===== config.mk =====
export PLATFORM = sky130hd
export DESIGN_NAME = pump_fill_ctrl_flat
export DESIGN_NICKNAME = d
export VERILOG_FILES = /design/src/rtl/pump_fill_ctrl_if.sv /design/src/rtl/pump_fill_ctrl.sv /design/src/flat_wrapper.sv
export SDC_FILE = /design/constraint.sdc
export NUM_CORES = 1
export LEC_CHECK = 0
export BUFFER_PORTS_ARGS = -buffer_cell sky130_fd_sc_hd__buf_2
export CAP_MARGIN = 40
export CORE_ASPECT_RATIO = 0.5
export CORE_MARGIN = 3
export CORE_UTILIZATION = 60
export CTS_CLUSTER_SIZE = 14
export DETAILED_ROUTE_END_ITERATION = 16
export PLACE_DENSITY = 0.77
export SLEW_MARGIN = 20
export SYNTH_ARGS = -nofsm -noshare
export SYNTH_HDL_FRONTEND = slang
export SYNTH_SLANG_ARGS = --single-unit

===== constraint.sdc =====
create_clock -name clk -period 2.5 [get_ports clk]
set_input_delay 0.25 -clock clk [delete_from_list [all_inputs] [get_ports clk]]
set_output_delay 0.25 -clock clk [all_outputs]
set_load 0.02 [all_outputs]

===== src/rtl/pump_fill_ctrl_if.sv =====
// Sensor, operator-enable and status bundle of the pump fill controller.
// The controller sits on the slave side. The plant or operator panel sits on the master side.
interface pump_fill_ctrl_if;
  logic       high;
  logic       low;
  logic       p;
  logic       pump_on;
  logic [7:0] count;
  logic       fault;
  logic [1:0] state;

  modport master (output high, low, p, input pump_on, count, fault, state);
  modport slave  (input high, low, p, output pump_on, count, fault, state);
endinterface


===== src/rtl/pump_fill_ctrl.sv =====
// Pump fill controller. It synchronizes and debounces the tank sensors and the operator
// enable, runs the fill state machine, counts completed fills and latches faults.
module pump_fill_ctrl #(
  parameter int unsigned DEBOUNCE     = 16,
  parameter int unsigned TICK_DIV     = 50000,
  parameter int unsigned FILL_TIMEOUT = 200
) (
  input logic             clk,
  input logic             rst_n,
  pump_fill_ctrl_if.slave bus
);

  typedef enum logic [1:0] {
    S_IDLE  = 2'b00,
    S_FILL  = 2'b01,
    S_FULL  = 2'b10,
    S_FAULT = 2'b11
  } state_t;

  localparam logic [15:0] DB_LAST   = 16'(DEBOUNCE - 1);
  localparam logic [23:0] TICK_LAST = 24'(TICK_DIV - 1);
  localparam logic [15:0] TO_LAST   = 16'(FILL_TIMEOUT - 1);

  // Bit order is {p, low, high} throughout the conditioning logic.
  logic [2:0]  w_raw;
  logic [2:0]  r_sync1;
  logic [2:0]  r_sync2;
  logic [2:0]  r_deb;
  logic [15:0] r_db_cnt [3];

  assign w_raw = {bus.p, bus.low, bus.high};

  always_ff @(posedge clk or negedge rst_n) begin
    if (!rst_n) begin
      r_sync1 <= '0;
      r_sync2 <= '0;
      r_deb   <= '0;
      for (int i = 0; i < 3; i++) r_db_cnt[i] <= '0;
    end else begin
      // NOTE: non-blocking assignments make every flop sample pre-edge values; the second sync stage depends on that.
      r_sync1 <= w_raw;
      r_sync2 <= r_sync1;
      for (int i = 0; i < 3; i++) begin
        if (r_sync2[i] == r_deb[i]) begin
          r_db_cnt[i] <= '0;
        end else if (r_db_cnt[i] == DB_LAST) begin
          r_deb[i]    <= r_sync2[i];
          r_db_cnt[i] <= '0;
        end else begin
          r_db_cnt[i] <= r_db_cnt[i] + 16'd1;
        end
      end
    end
  end

  logic w_h;
  logic w_l;
  logic w_p;
  logic w_conflict;
  logic w_tick_wrap;
  logic w_timeout;

  assign w_h         = r_deb[0];
  assign w_l         = r_deb[1];
  assign w_p         = r_deb[2];
  assign w_conflict  = w_h & ~w_l;

  state_t      r_state;
  logic        r_pump_on;
  logic        r_fault;
  logic [7:0]  r_count;
  logic [23:0] r_tick;
  logic [15:0] r_to_cnt;

  // The timeout fires on the edge where the tick counter would reach FILL_TIMEOUT.
  // That edge falls exactly FILL_TIMEOUT*TICK_DIV cycles after FILL entry.
  assign w_tick_wrap = (r_tick == TICK_LAST);
  assign w_timeout   = w_tick_wrap && (r_to_cnt == TO_LAST);

  always_ff @(posedge clk or negedge rst_n) begin
    if (!rst_n) begin
      r_state   <= S_IDLE;
      r_pump_on <= 1'b0;
      r_fault   <= 1'b0;
      r_count   <= '0;
      r_tick    <= '0;
      r_to_cnt  <= '0;
    end else begin
      case (r_state)
        S_IDLE: begin
          if (w_conflict) begin
            r_state <= S_FAULT;
            r_fault <= 1'b1;
          end else if (w_p && !w_l) begin
            r_state   <= S_FILL;
            r_pump_on <= 1'b1;
            r_tick    <= '0;
            r_to_cnt  <= '0;
          end
        end
        S_FILL: begin
          if (w_tick_wrap) begin
            r_tick   <= '0;
            r_to_cnt <= r_to_cnt + 16'd1;
          end else begin
            r_tick <= r_tick + 24'd1;
          end
          if (w_conflict) begin
            r_state   <= S_FAULT;
            r_pump_on <= 1'b0;
            r_fault   <= 1'b1;
          end else if (!w_p) begin
            r_state   <= S_IDLE;
            r_pump_on <= 1'b0;
          end else if (w_h) begin
            r_state   <= S_FULL;
            r_pump_on <= 1'b0;
            if (r_count != 8'hFF) r_count <= r_count + 8'd1;
          end else if (w_timeout) begin
            r_state   <= S_FAULT;
            r_pump_on <= 1'b0;
            r_fault   <= 1'b1;
          end
        end
        S_FULL: begin
          if (w_conflict) begin
            r_state <= S_FAULT;
            r_fault <= 1'b1;
          end else if (!w_l) begin
            r_state <= S_IDLE;
          end
        end
        default: begin
          if (!w_p) begin
            r_state <= S_IDLE;
            r_fault <= 1'b0;
          end
        end
      endcase
    end
  end

  assign bus.pump_on = r_pump_on;
  assign bus.fault   = r_fault;
  assign bus.count   = r_count;
  assign bus.state   = r_state;

endmodule


===== src/flat_wrapper.sv =====
// flat-port wrapper written by rule: the top's interface ports become plain ports
module pump_fill_ctrl_flat 
#(
  parameter int unsigned DEBOUNCE     = 16,
  parameter int unsigned TICK_DIV     = 50000,
  parameter int unsigned FILL_TIMEOUT = 200
)
  (clk, rst_n, bus_high, bus_low, bus_p, bus_pump_on, bus_count, bus_fault, bus_state);
  pump_fill_ctrl_if bus_i ();
  input logic clk;
  input logic rst_n;
  input wire logic [$bits(bus_i.high)-1:0] bus_high;
  input wire logic [$bits(bus_i.low)-1:0] bus_low;
  input wire logic [$bits(bus_i.p)-1:0] bus_p;
  output wire logic [$bits(bus_i.pump_on)-1:0] bus_pump_on;
  output wire logic [$bits(bus_i.count)-1:0] bus_count;
  output wire logic [$bits(bus_i.fault)-1:0] bus_fault;
  output wire logic [$bits(bus_i.state)-1:0] bus_state;
  assign bus_i.high = bus_high;
  assign bus_i.low = bus_low;
  assign bus_i.p = bus_p;
  assign bus_pump_on = bus_i.pump_on;
  assign bus_count = bus_i.count;
  assign bus_fault = bus_i.fault;
  assign bus_state = bus_i.state;
  pump_fill_ctrl #(.DEBOUNCE(DEBOUNCE), .TICK_DIV(TICK_DIV), .FILL_TIMEOUT(FILL_TIMEOUT)) u_core (.clk(clk), .rst_n(rst_n), .bus(bus_i));
endmodule

==> results of run 1 <==
-- final timing paths --
path                                                    to                             from  slack (ns)  cells after the start
setup / recovery           u_core.r_to_cnt[14]$_DFFE_PN0P_  u_core.bus.state[1]$_DFFE_PN0P_        0.25                      5
hold / removal                 u_core.r_sync2[2]$_DFF_PN0_      u_core.r_sync1[2]$_DFF_PN0_        0.36                      0
setup reg to reg           u_core.r_to_cnt[14]$_DFFE_PN0P_  u_core.bus.state[1]$_DFFE_PN0P_        0.25                      5
hold reg to reg                u_core.r_sync2[2]$_DFF_PN0_      u_core.r_sync1[2]$_DFF_PN0_        0.36                      0
max in group asynchronous    u_core.r_db_cnt[46]$_DFF_PN0_                            rst_n        1.36                      3
min in group asynchronous    u_core.r_db_cnt[34]$_DFF_PN0_                            rst_n        0.40                      2
-- metrics by stage --
| step | instance area [sq um] | worst slack [ns] | hold WS [ns] | util | power (mW) |
|---|---|---|---|---|---|
| 2_1_floorplan | 5363 | 0.2802 | -0.04559 | - | 1.853 |
| 3_3_place_gp | 5640 | 0.1039 | 0.2462 | 0.6759 | 1.904 |
| 3_5_place_dp | 5644 | 0.3144 | 0.2564 | 0.6763 | 1.908 |
| 4_1_cts | 5951 | 0.2923 | 0.002064 | 0.7130 | 3.282 |
| 5_1_grt | 5971 | 0.08656 | 0.3667 | 0.7154 | 3.352 |
| 6_report | 5971 | 0.2496 | 0.3558 | 0.7154 | 3.245 |
-- Yosys cell counts --
cell	count	area, sq um
a31o_2	1	8.760
and3b_1	1	8.760
a21o_1	4	30.03
nor4_1	25	156.4
o21ai_0	23	115.1
dfrtp_1	109	2728
nand3_1	30	150.1
clkbuf_1	13	48.80
ha_1	6	75.07
o2111a_1	1	11.26
a22o_1	2	17.52
nor2b_1	3	18.77
a21oi_1	20	100.1
a21o_4	1	15.01
xnor2_1	40	350.3
buf_4	1	7.510
nand2_2	1	6.260
and3_1	22	137.6
nand2_1	46	172.7
nor4b_1	2	17.52
o31a_1	2	17.52
and2_1	4	25.02
o211ai_1	3	22.52
or2_2	1	6.260
and4_1	6	52.55
mux2i_1	1	10.01
nor4b_2	1	15.01
o31ai_1	7	52.55
xor2_1	27	236.5
mux2_2	4	45.04
buf_2	2	10.01
nor2_1	72	270.3
or3_1	9	56.30
nand2b_1	2	12.51
or4b_4	1	13.76
a31oi_1	1	6.260
buf_6	1	11.26
nor3_1	16	80.08
or4_1	8	60.06
nand4_1	22	137.6
inv_1	10	37.54
a221oi_1	1	8.760
-- power by group through the flow --
stage	sequential (mW)	clock, mW	combinational [mW]
finish	1.79	1.37	0.0834
global placement	1.82	0	0.0792
global route	1.79	1.46	0.0979
CTS	1.79	1.41	0.0846
floorplan	1.82	0	0.0293
detailed placement	1.83	0	0.0815
-- cell families (layout without fill, tap and decap cells) --
| logic type | count (synthesis) | in the layout | share of synthesized area |
|---|---|---|---|
| flops | 109 | 109 | 0.5086 |
| simple gates | 272 | 272 | 0.2606 |
| xor+xnor | 67 | 67 | 0.1094 |
| buf+inv | 27 | 62 | 0.02147 |
| fa+ha+maj | 6 | 6 | 0.01400 |
| mux | 5 | 5 | 0.01027 |
| compound gates | 66 | 66 | 0.07560 |
-- routing by layer --
metal / vias to the layer above / track usage / wire length [um]
met5: - / 0 / 0
met2: 94 / 0.3842 / 5163
li1: 2023 / - / -
met3: 21 / 0.05628 / 424
met4: 0 / 0.06552 / 135
met1: 2056 / 0.3072 / 5064
-- critical path, stage by stage, from the launching register on --
cell,delay [ns]
dfrtp_1,0.50
or4b_4,0.58
nand2_2,0.22
nand3_1,0.17
or4_1,0.49
a21oi_1,0.19
-- layout make-up --
cell class | instances | share of cell area
Tap cell | 112 | 0.02347
Multi-Input combinational cell | 416 | 0.4227
Inverter | 10 | 0.006287
Clock inverter | 6 | 0.009640
Sequential cell | 109 | 0.4568
Timing Repair Buffer | 36 | 0.04275
Clock buffer | 10 | 0.03835
-- flip-flops by register name, indices dropped and copies added, names as in the netlist --
signal              cells
u_core.bus.pump_on      1
u_core.r_db_cnt        48
u_core.bus.fault        1
u_core.bus.count        8
u_core.r_deb            3
u_core.bus.state        2
u_core.r_to_cnt        16
u_core.r_sync2          3
u_core.r_tick          24
u_core.r_sync1          3
==> impl_metrics.ini, run 1 <==
[critical_path]
worst-path-max-fanout = 11
setup.worst_path.start_class = register
end_kind = register
crit_required_ns = 2.77
crit_type = reg -> reg
cp_data_arrival_time_ns = 2.52

[clock_tree]
cts_tree = yes
clk_pin_slew_ns = 0.08
cts_htree_levels = 3
root_buffer = clkbuf_16
clock_latency_ns = 0.35
post-cts-setup-buffer-count = 0
clk_path_buf_depth = 2
cts_hold_buf = 2
cts.sinks = 109
numCtsBuffers = 9
post_cts_resized = 0

[grt]
grt_max_degree = 44
grtUsageTotal = 0.2302
antenna_found_initial = 0
grt-ovfl-total = 0
grt_pass1_wl_um = 18980
first_global_vias = 4068

[sta]
tns_ns = 0
min_period_over_period = 0.9002
hold_viol = 0
fmax_mhz = 444.4
skew_ns = 0.009286
drv_slew = 0
setup-violations-final = 0
rsz0062_at_grt = no
worst_slew_pin_slew_ns = 0.7517
period_minus_slack_ns = 2.250
slew-limit-headroom = 0.4989

[flow_run]
cap_viol_max_count = 0

[place]
gp_congestion = 0.8676
hpwl_um = 7310
dp.cells = 679
port_buffers = 16

[routing]
antenna_left = 0
vias = 4194
routed_wl_um = 10790
firstDrtPassIters = 5
wl_per_cell_um = 15.43
vias_per_cell = 6.000
drc = 0
drt_iter0_drc = 370

[floorplan]
rows = 23
die_area_sq_mm = 0.01018
core_area_sq_mm = 0.008346
fp.dieW_um = 139.7
initial_core_util = 0.6426
die_y_um = 72.85
ios = 17

[finish]
final_common_cell = dfrtp_1
nets = 593
seq_area_sq_mm = 0.002728
finalNonFillerCells = 699
layout_common_cells = dfrtp_1, nor2_1, nand2_1
syn_to_final_growth_pct = 11.34
multi_input_comb_area_sq_mm = 0.002524
drive_gt1_frac = 0.09881
fillers = 647
diodes = 0

[power_and_ir_drop]
p_sw_uw = 746.5
p_leak_nw = 2.660
clkPwrFrac = 0.422
pwr-share-seq = 0.552
powerDensity_mw_per_mm2 = 543.5
p_comb_frac = 0.026
p_int_mw = 2.498
ir_drop_mv = 0.3657
p_sw_frac = 0.2300

[synthesis]
syn_nets = 563
synthCells = 552
postSynthAreaPerCell_sq_um = 9.715
ys_seq_area_frac = 0.5086
synth-seq-cells = 109
synth_cell_types = 42
yosys_warnings = 0
syn_area_sq_mm = 0.005363

[run_status]
outcome = completed

[worst_hold_path]
hold_class = reg -> reg
(Power assumes the default switching activity.)
==> run 2, diff against run 1 <==
--- a/config.mk
+++ b/config.mk
@@ -7,12 +7,14 @@
 export LEC_CHECK = 0
 export BUFFER_PORTS_ARGS = -buffer_cell sky130_fd_sc_hd__buf_2
 export CAP_MARGIN = 40
+export CELL_PAD_IN_SITES_DETAIL_PLACEMENT = 1
+export CELL_PAD_IN_SITES_GLOBAL_PLACEMENT = 1
 export CORE_ASPECT_RATIO = 0.5
 export CORE_MARGIN = 3
-export CORE_UTILIZATION = 60
+export CORE_UTILIZATION = 49
 export CTS_CLUSTER_SIZE = 14
 export DETAILED_ROUTE_END_ITERATION = 16
-export PLACE_DENSITY = 0.77
+export PLACE_DENSITY = 0.8
 export SLEW_MARGIN = 20
 export SYNTH_ARGS = -nofsm -noshare
 export SYNTH_HDL_FRONTEND = slang
==> run 2 against run 1 <==
  * Flip-flop and latch count did not move
  * Non-clock buffer count did not move
  * Critical path depth rose by 1
  * Clock skew rose by 0.00058 ns
  * Count of clock-buffer cells in the layout rose by 2
  * Core utilization fell by 14 points
  * Sequential share of layout area fell by 0.36 points
  * Largest power group unchanged
==> impl_metrics.ini, run 2 (synthesis results as in run 1) <==
[critical_path]
path_common_cell = nor2_1
path_buf_inv = 1
slowest_stage = nor4b_2
setup.worst_path.start_class = register
crit_type = reg -> reg
end_kind = register
max_stage_delay_ns = 0.60
rr_worst_depth = 6
cp_data_arrival_time_ns = 2.54
path_delay_family = simple AND/OR/NAND/NOR gates
r2r-start = u_core.r_deb[0]$_DFFE_PN0P_
worst-path-max-fanout = 7
r2r_slack_ns = 0.20
crit_required_ns = 2.74
cp_cell_sequence = buf_4, nor4b_2, nor2_1, nor4_1, xnor2_1, nor2_1
r2r-end = u_core.r_tick[22]$_DFFE_PN0P_

[routing]
routed_wl_um = 12900
vias_per_cell = 5.906
wl_per_cell_um = 17.76
antenna_left = 0
drt_iter0_drc = 216
drc = 0
vias = 4288
firstDrtPassIters = 4

[place]
port_buffers = 16
hpwl_um = 8791
dp.cells = 708
gp_congestion = 0.8167

[clock_tree]
post-cts-setup-buffer-count = 0
numCtsBuffers = 9
clk_path_buf_depth = 2
clock_latency_ns = 0.35
cts_tree = yes
cts_htree_levels = 3
clk_pin_slew_ns = 0.07
cts.sinks = 109
root_buffer = clkbuf_16

[floorplan]
die_y_um = 79.98
die_area_sq_mm = 0.01231
rows = 26
fp.dieW_um = 153.9
initial_core_util = 0.5135
core_area_sq_mm = 0.01044
ios = 17

[grt]
grt_max_degree = 52
first_global_vias = 4486
grtUsageTotal = 0.2236
antenna_found_initial = 0
grt-ovfl-total = 0
grt_pass1_wl_um = 22110

[sta]
period_minus_slack_ns = 2.297
drv_slew = 0
skew_ns = 0.009862
slew-limit-headroom = 0.5808
setup-violations-final = 0
min_period_over_period = 0.9190
fmax_mhz = 435.3
rsz0062_at_grt = no
hold_viol = 0
worst_slew_pin_slew_ns = 0.6264

[finish]
syn_to_final_growth_pct = 12.23
final_core_util = 0.5763
nets = 593
top_register = u_core.r_db_cnt
largest_reg_flops = 48
reg_top3 = u_core.r_db_cnt x48, u_core.r_tick x24, u_core.r_to_cnt x16
diodes = 0
drive_gt1_frac = 0.1041
layout_common_cells = dfrtp_1, nor2_1, nand2_1
finalNonFillerCells = 726
final_common_cell = dfrtp_1

[run_status]
outcome = completed

[worst_hold_path]
hold_start = bus_high
holdPathEnd = u_core.r_sync1[0]$_DFF_PN0_
hold_depth = 1
hold_class = in -> reg

[flow_run]
cap_viol_max_count = 0

[power_and_ir_drop]
total_power_mw = 3.217
ir_drop_mv = 0.2849
powerDensity_mw_per_mm2 = 534.5
p_leak_nw = 2.670
-- run 2: changes by cell type in the layout (fill, tap and decap cells not counted), sizes merged --
cell / before / now
dlygate4sd3: 4 / 3
clkinv: 2 / 1
buf: 32 / 33
clkinvlp: 2 / 1
inv: 12 / 11
clkbuf: 10 / 12
-- run 2: routing by layer --
layer  GRT usage  vias to the layer above  part of all wire
met5           0                        -                 0
met4     0.05639                        0             0.015
met3     0.04873                       20             0.027
met2      0.3796                       56              0.48
met1      0.2948                     2193              0.47
li1            -                     2019                 -
-- run 2: through the flow --
stage	hold slack (ns)	cell area (sq um)	setup slack (ns)	TNS, ns
after floorplan	-0.04559	5363	0.2802	0
after global placement	0.2088	5675	0.09456	0
after detailed placement	0.2086	5683	-0.04260	-0.07962
after CTS	0.001384	5967	0.02689	0
after global routing	0.001718	6018	0.05542	0
final	0.009290	6018	0.2026	0
-- run 2: cell type report --
type | instances | area (sq um)
Sequential cell | 109 | 2728
Timing Repair Buffer | 36 | 252.7
Tap cell | 140 | 175.2
Clock inverter | 3 | 21.27
Clock buffer | 12 | 246.5
Multi-Input combinational cell | 416 | 2557
Inverter | 10 | 37.54
Fill cell | 1197 | 4424
-- run 2: worst reg2reg max path, cell delays in order (launching register included) --
cell and delay [ns]:
dfrtp_1 0.42, buf_4 0.18, nor4b_2 0.60, nor2_1 0.32, nor4_1 0.44, xnor2_1 0.19, nor2_1 0.06
-- run 2: where the power goes --
group	internal [mW]	switching (mW)
clock network	0.702	0.639
logic	0.0243	0.0605
registers	1.78	0.0119
total	2.51	0.711
-- run 2: worst max-delay path by stage --
stage	from	endpoint	slack [ns]	cells past startpoint
after floorplan	u_core.bus.state[1]$_DFFE_PN0P_	u_core.r_to_cnt[10]$_DFFE_PN0P_	0.28	6
after global placement	u_core.r_tick[0]$_DFFE_PN0P_	u_core.r_to_cnt[7]$_DFFE_PN0P_	0.09	7
after CTS	u_core.r_tick[12]$_DFFE_PN0P_	u_core.r_to_cnt[13]$_DFFE_PN0P_	0.03	6
final	u_core.r_deb[0]$_DFFE_PN0P_	u_core.r_tick[22]$_DFFE_PN0P_	0.20	6
after global routing	u_core.r_deb[0]$_DFFE_PN0P_	u_core.r_tick[22]$_DFFE_PN0P_	0.06	6
after detailed placement	u_core.r_tick[20]$_DFFE_PN0P_	u_core.r_to_cnt[13]$_DFFE_PN0P_	-0.04	6
-- run 2: timing repair --
action | in CTS | in global routing
hold buffers | 1 | 2
pin swaps | 0 | 0
resized for setup | 1 | 5
endpoints found under the hold margin | 28 | 2
endpoints found under the setup margin | 2 | 4
